File: src/rtl/store_buffer.sv
`timescale 1ns/1ps
`default_nettype none
// +----------------------------------------------------------------------------+
// | Module  : store_buffer                                                     |
// | Brief   : Aligns and queues stores, drains them to data memory over a      |
// |           valid/ready port, and flags loads that hit a pending word.       |
// |           Optional tail merging is enabled by STORE_BUFFER_MERGE_EN.       |
// | Revision: 1.0                                                              |
// +----------------------------------------------------------------------------+
module store_buffer #(
  parameter int DEPTH  = 4,
  parameter int ADDR_W = 32
) (
  input  logic                     clk,
  input  logic                     rst_n,
  input  logic                     st_valid,
  output logic                     st_ready,
  input  logic [ADDR_W-1:0]        st_addr,
  input  logic [31:0]              st_data,
  input  logic [3:0]               st_we,
  output logic                     mem_req,
  input  logic                     mem_ready,
  output logic [ADDR_W-3:0]        mem_addr,
  output logic [31:0]              mem_wdata,
  output logic [3:0]               mem_we,
  input  logic [ADDR_W-1:0]        ld_addr,
  output logic                     ld_conflict,
  output logic [$clog2(DEPTH):0]   count
);

  localparam int PTR_W = $clog2(DEPTH);
  localparam int CNT_W = PTR_W + 1;

  logic [ADDR_W-3:0] r_addr [DEPTH];
  logic [31:0]       r_data [DEPTH];
  logic [3:0]        r_we   [DEPTH];
  logic [DEPTH-1:0]  r_valid;
  logic [PTR_W-1:0]  r_head;
  logic [PTR_W-1:0]  r_tail;
  logic [CNT_W-1:0]  r_count;

  logic [31:0]       w_aligned;
  logic              w_full;
  logic              w_store;
  logic              w_alloc;
  logic              w_pop;
  logic              w_merge;

  // Replicate the store value into every lane so the byte mask alone selects it.
  always_comb begin
    w_aligned = st_data;
    case (st_we)
      4'b1100, 4'b0011:                   w_aligned = {2{st_data[15:0]}};
      4'b1000, 4'b0100, 4'b0010, 4'b0001: w_aligned = {4{st_data[7:0]}};
      default:                            w_aligned = st_data;
    endcase
  end

  assign w_full  = (r_count == CNT_W'(DEPTH));
  assign w_store = st_valid && (st_we != 4'b0000);
  assign w_pop   = (r_count != '0) && mem_ready;

`ifdef STORE_BUFFER_MERGE_EN
  logic [PTR_W-1:0] w_tail_last;
  assign w_tail_last = r_tail - PTR_W'(1);
  // Needs two entries so the tail is never the head currently on the memory port.
  assign w_merge = w_store && (r_count >= CNT_W'(2)) &&
                   (r_addr[w_tail_last] == st_addr[ADDR_W-1:2]);
`else
  assign w_merge = 1'b0;
`endif

  assign st_ready = !w_full || w_merge;
  assign w_alloc  = w_store && !w_full && !w_merge;

  always_ff @(posedge clk or negedge rst_n) begin
    if (!rst_n) begin
      r_head  <= '0;
      r_tail  <= '0;
      r_count <= '0;
      r_valid <= '0;
    end else begin
      if (w_pop) begin
        r_head          <= r_head + PTR_W'(1);
        r_valid[r_head] <= 1'b0;
      end
      if (w_alloc) begin
        r_tail          <= r_tail + PTR_W'(1);
        r_valid[r_tail] <= 1'b1;
      end
      case ({w_alloc, w_pop})
        2'b10:   r_count <= r_count + CNT_W'(1);
        2'b01:   r_count <= r_count - CNT_W'(1);
        default: r_count <= r_count;
      endcase
    end
  end

  // Payload storage needs no reset; validity is tracked separately.
  always_ff @(posedge clk) begin
    if (w_alloc) begin
      r_addr[r_tail] <= st_addr[ADDR_W-1:2];
      r_data[r_tail] <= w_aligned;
      r_we[r_tail]   <= st_we;
    end
`ifdef STORE_BUFFER_MERGE_EN
    else if (w_merge) begin
      for (int b = 0; b < 4; b++) begin
        if (st_we[b]) r_data[w_tail_last][8*b +: 8] <= w_aligned[8*b +: 8];
      end
      r_we[w_tail_last] <= r_we[w_tail_last] | st_we;
    end
`endif
  end

  assign mem_req   = (r_count != '0);
  assign mem_addr  = r_addr[r_head];
  assign mem_wdata = r_data[r_head];
  assign mem_we    = r_we[r_head];
  assign count     = r_count;

  always_comb begin
    ld_conflict = 1'b0;
    for (int i = 0; i < DEPTH; i++) begin
      if (r_valid[i] && (r_addr[i] == ld_addr[ADDR_W-1:2])) ld_conflict = 1'b1;
    end
  end

endmodule
`default_nettype wire

File: config.mk
export PLATFORM = sky130hd
export DESIGN_NAME = store_buffer
export DESIGN_NICKNAME = d
export VERILOG_FILES = /design/src/rtl/store_buffer.sv
export SDC_FILE = /design/constraint.sdc
export NUM_CORES = 1
export LEC_CHECK = 0
export CAP_MARGIN = 15
export CORE_UTILIZATION = 54
export CTS_CLUSTER_SIZE = 12
export DETAILED_ROUTE_END_ITERATION = 12
export GPL_ROUTABILITY_DRIVEN = 0
export HOLD_SLACK_MARGIN = 0.06
export PLACE_DENSITY = 0.8
export SLEW_MARGIN = 20
export SYNTH_ARGS = -nofsm -noshare
export SYNTH_HDL_FRONTEND = slang
export SYNTH_SLANG_ARGS = --single-unit
File: constraint.sdc
create_clock -name clk -period 3.2 [get_ports clk]
set_input_delay 0.64 -clock clk [delete_from_list [all_inputs] [get_ports clk]]
set_output_delay 0.64 -clock clk [all_outputs]
set_load 0.1 [all_outputs]
==> results of run 1 <==
-- kinds of logic after synthesis --
logic type               after synthesis  share of synthesized area [%]
XOR/XNOR                             127                           9.44
flip-flops                           275                           69.1
adder cells (fa/ha/maj)               10                           1.12
AO/OA/AOI/OAI                         17                           1.20
AND/OR/NAND/NOR                       63                           3.08
buffers and inverters                 50                           1.86
multiplexers                          83                           14.2
-- area by class of cell --
class	count	area, sq um	share of cell area [%]
Clock buffer	42	774	5.05
Inverter	16	60.1	0.391
Clock inverter	6	51.3	0.334
Tap cell	275	344	2.24
Multi-Input combinational cell	300	3490	22.7
Sequential cell	275	8210	53.5
Timing Repair Buffer	202	2410	15.7
Antenna cell	1	2.50	0.0163
-- critical path, cell delays in order --
cell and delay (ps):
clkdlybuf4s50_1 530, xnor2_1 350, nand4_1 150, nor4_1 360, nand4_1 130, nand4_1 210, buf_12 200
-- per-layer routing --
metal / global-route usage (%) / routed length [um]
met3: 5.55 / 2310
met2: 42.9 / 14000
met5: 0 / 0
met4: 7.98 / 749
met1: 31.8 / 10300
-- repair_timing --
action / CTS / global route
pin swaps: 0 / 1
hold endpoints to repair: 0 / 0
gates resized for setup: 1 / 7
setup endpoints to repair: 1 / 1
-- state kept, by name, indices dropped and copies added, names as in the netlist --
signal,count
count,3
r_addr,120
r_data,128
r_head,2
r_tail,2
r_valid,4
r_we,16
-- stage by stage --
stage	hold WS, ps	setup TNS [ps]	worst slack, ps	instances
final	458	-18.8	-18.8	1117
after floorplan	344	-18290	-69.3	625
after global routing	474	0	10.1	1116
after CTS	454	0	6.04	1116
after global placement	470	-28.1	-28.1	1068
after detailed placement	499	-24.0	-24.0	1068
-- cells in the mapped netlist, types with 4 or more instances --
| cell | count |
|---|---|
| clkbuf_1 | 21 |
| edfxtp_1 | 264 |
| nor4_1 | 16 |
| nand2_1 | 9 |
| ha_1 | 9 |
| nand4_1 | 25 |
| buf_4 | 5 |
| mux2_2 | 14 |
| buf_2 | 5 |
| mux4_2 | 66 |
| a21o_1 | 4 |
| xnor2_1 | 79 |
| inv_1 | 16 |
| a222oi_1 | 8 |
| dfrtp_1 | 11 |
| and2_1 | 5 |
| xor2_1 | 47 |
-- worst max path at each step --
stage                startpoint           end  cells after the start
CTS                 ld_addr[13]   ld_conflict                      8
floorplan              count[0]  r_addr[0][0]                      5
global placement    ld_addr[12]   ld_conflict                      8
global route        ld_addr[24]   ld_conflict                      8
detailed placement  ld_addr[12]   ld_conflict                      8
finish              ld_addr[22]   ld_conflict                      7
-- cell usage in the layout (no fill, tap or decap), types with 2 or more instances in the layout --
master / n
edfxtp_1: 264
clkdlybuf4s50_1: 94
xnor2_1: 77
mux4_2: 66
buf_4: 52
buf_12: 51
xor2_1: 47
clkbuf_16: 29
nand4_1: 25
inv_1: 16
nor4_1: 15
mux2_2: 14
clkbuf_1: 13
nand2_1: 9
ha_1: 9
dfrtp_1: 9
a222oi_1: 8
dlymetal6s2s_1: 5
a21o_1: 4
o21ai_0: 3
xnor2_2: 3
clkinv_1: 3
nor2_2: 2
and2_2: 2
and2_4: 2
mux2_4: 2
nand3_1: 2
clkinv_2: 2
==> metrics.cfg, run 1 <==
[run_status]
status = finished, violations left
violations = negative setup slack

[routing]
wl_per_cell_um = 24.5
vias = 6594
drc_errors = 0
first_pass_iters = 5
initialDrtViolationCount = 474
detail_route.vias_per_cell = 5.90
wl_um = 27300
ant_nets = 0

[yosys]
synth_largest_area_cell = edfxtp_1
syn-instance-count = 625
synthFlopType = edfxtp_1
async_flop_share_pct = 4.00
synth_top_cell_area_share_pct = 66.8
netlist_top_cells_area = edfxtp_1 67%, mux4_2 13%, xnor2_1 5.8%, xor2_1 3.5%, dfrtp_1 2.3%
ys_warn_count = 0
ys_seq_area_share_pct = 69.1
synth_fp_nets = 739
syn-cell-area_sq_um = 11900
synth-edff-count = 264
synth_seq_cells = 275
syn_avg_cell_area_sq_um = 19.0
ys_types = 31

[critical_path]
start_kind = input pin
reg2reg_from = count[0]
worstSetupPathType = input pin to output port
worst_ep_required_time_ps = 2560
crit_fanout = 4
cp.arrival_ps = 2580
reg2reg_slack_ps = 920
reg2regPathDepth = 4
critPathCaptureType = output port
r2r-end = r_addr[0][21]

[clock_tree]
cts_sinks = 275
cts_inserted_buffers = 28
path_clk_slew_ps = 60
root_buffer = clkbuf_16
h-tree-depth = 1
hold_buffers = 0
postCtsSetupBuffers = 0
cts.path.max_buffers = 3
cts_tree = yes
clkLatencyLatePin_ps = 530

[sta]
relSlewSlack_pct = 24.7
hold_violations = 0
clock_skew_ps = 7.85
fmax_mhz = 311
fin_crit_sh_pct = 101
rsz0062_at_grt = no
post-route-min-period_ps = 3220
final_max_slew_viol_count = 0
setup_slack_ps = -18.8
setup_viol = 1
worst_slew_pin_slew_ps = 1120

[die]
rows = 53
io_pins = 176
die-area_sq_um = 22600
start_util_pct = 55.8
die_h_um = 150
core_sq_um = 21300
die_w_um = 150

[grt]
antenna_found_initial = 1
grt_pass1_wl_um = 41000
grtUsageTotal_pct = 25.0
grt_max_degree = 68
grt_overflow = 0
first_global_vias = 7107

[finish]
nets = 937
filler_cell_count = 1260
final_area_sq_um = 15300
area_growth_pct = 29.3
drive_above_1_share_pct = 27.6
final_core_util_pct = 72.1

[flow_run]
cap_violations = 0

[place]
hpwl_um = 18100
placed_area_sq_um = 14500
io_buffers = 171

[hold_path]
min_path_type = input pin to async pin

Power of run 1 is not shown: default switching activity piles up to over one toggle a cycle in this logic, so the estimate is an artifact.
==> run 2, diff against run 1 <==
SKIP_CTS_REPAIR_TIMING = 1   (was not set)
==> run 2 against run 1 <==
The run still ends with negative setup slack left; first-iteration DRC count decreased by 4.4%; via count shrank 1.0%; setup slack about the same; critical path type unchanged; critical endpoint unchanged; highest routed layer unchanged.
==> metrics.cfg, run 2 (synthesis results as in run 1) <==
[sta]
setup_slack_ps = -18.7  ; +0.112 ps
worst_slew_pin_slew_ps = 1120  ; -0.151 ps
fmax_mhz = 311  ; about the same
rsz0062_at_grt = no
fin_crit_sh_pct = 101  ; about the same
setup_viol = 1  ; unchanged
post-route-min-period_ps = 3220  ; -0.112 ps
relSlewSlack_pct = 24.7  ; about the same
final_max_slew_viol_count = 0  ; unchanged
clock_skew_ps = 8.95  ; +1.10 ps
hold_violations = 0  ; unchanged

[clock_tree]
clkLatencyLatePin_ps = 530  ; about the same
cts.path.max_buffers = 3  ; unchanged
cts_tree = yes
cts_sinks = 275  ; unchanged
cts_inserted_buffers = 28  ; unchanged
root_buffer = clkbuf_16
path_clk_slew_ps = 60  ; about the same
h-tree-depth = 1  ; unchanged

[critical_path]
worstSetupPathType = input pin to output port
critical_path.cell_chain = clkdlybuf4s50_1, xnor2_1, nand4_1, nor4_1, nand4_1, nand4_1, buf_12
worst_ep_required_time_ps = 2560  ; about the same
worst_path_most_repeated_cell = nand4_1
slowest_stage = clkdlybuf4s50_1
cp.arrival_ps = 2580  ; about the same
critPathCaptureType = output port
crit_fanout = 4  ; unchanged
start_kind = input pin
cpPeakStageDelay_ps = 530  ; about the same

[place]
placed_area_sq_um = 14500  ; unchanged
hpwl_um = 18100  ; unchanged
io_buffers = 171  ; unchanged

[routing]
wl_um = 27300  ; -0.31%
vias = 6527  ; -1.0%
first_pass_iters = 5  ; unchanged
detail_route.vias_per_cell = 5.84  ; -1.0%
wl_per_cell_um = 24.4  ; -0.31%
drc_errors = 0  ; unchanged
ant_nets = 0  ; unchanged
initialDrtViolationCount = 453  ; -4.4%

[finish]
regArea_sq_um = 8210  ; unchanged
final_common_cell = edfxtp_1
regMostFlops = r_data
reg_top3 = r_data: 128 flops, r_addr: 120 flops, r_we: 16 flops
final_area_sq_um = 15300  ; unchanged
filler_cell_count = 1260  ; unchanged
drive_above_1_share_pct = 27.6  ; unchanged
area_growth_pct = 29.3  ; unchanged
largest_reg_flops = 128  ; unchanged
final_cell_mix = 264 x edfxtp_1, 94 x clkdlybuf4s50_1, 77 x xnor2_1
multiInputGateArea_sq_um = 3490  ; unchanged
nets = 937  ; unchanged

[grt]
antenna_found_initial = 1  ; unchanged
first_global_vias = 7103  ; -0.056%
grt_overflow = 0  ; unchanged
grtUsageTotal_pct = 25.0  ; -0.027 points
grt_max_degree = 68  ; unchanged
grt_pass1_wl_um = 41000  ; -0.13%

[hold_path]
min_path_type = input pin to async pin

[die]
die_h_um = 150  ; unchanged
die_w_um = 150  ; unchanged
core_sq_um = 21300  ; unchanged
rows = 53  ; unchanged
io_pins = 176  ; unchanged
die-area_sq_um = 22600  ; unchanged
start_util_pct = 55.8  ; unchanged

[run_status]
violations = negative setup slack
status = finished, violations left

[flow_run]
cap_violations = 0  ; unchanged

[run 2: cell counts in the layout (fill, tap and decap cells not counted)]
Identical to the previous run, type by type.
[run 2: layout make-up]
cell class | count | area share (%)
Clock buffer | 42 | 5.05
Antenna cell | 1 | 0.0163
Tap cell | 275 | 2.24
Clock inverter | 6 | 0.334
Sequential cell | 275 | 53.5
Timing Repair Buffer | 202 | 15.7
Multi-Input combinational cell | 300 | 22.7
Inverter | 16 | 0.391
[run 2: worst paths after layout]
kind / startpoint / to / slack, ps / depth (start not counted)
worst min register to register: r_valid[1] / r_valid[1] / 520 / 1
worst min-delay path: rst_n / count[1] / 460 / 1
worst max register to register: count[0] / r_addr[0][21] / 920 / 4
min in group clk: r_valid[1] / r_valid[1] / 520 / 1
worst max-delay path: ld_addr[22] / ld_conflict / -20 / 7
max in group asynchronous: rst_n / r_head[0] / 2350 / 1
[run 2: per-stage QoR]
stage | utilization [%] | hold WS, ps | setup TNS (ps) | worst slack, ps | cells
5_1_grt | 72.1 | 474 | 0 | 10.1 | 1116
3_5_place_dp | 68.0 | 499 | -24.0 | -24.0 | 1068
3_3_place_gp | 68.0 | 470 | -28.1 | -28.1 | 1068
6_report | 72.1 | 456 | -18.7 | -18.7 | 1117
2_1_floorplan | - | 344 | -18290 | -69.3 | 625
4_1_cts | 71.9 | 454 | -28.2 | -28.2 | 1116
[run 2: layer usage]
layer / vias up / share of wire [%] / track usage, % / wire length, um
li1: 2876 / - / - / -
met1: 3291 / 38 / 31.8 / 10300
met2: 314 / 51 / 42.8 / 13900
met3: 46 / 8.6 / 5.55 / 2340
met4: 0 / 2.7 / 8.08 / 723
met5: - / 0 / 0 / 0
[run 2: critical path, delay by kind of cell]
kind	cells	cell delay, ps
simple gates	4	850
buf+inv	2	730
xor+xnor	1	350
Power of run 2 is left out for the same reason.
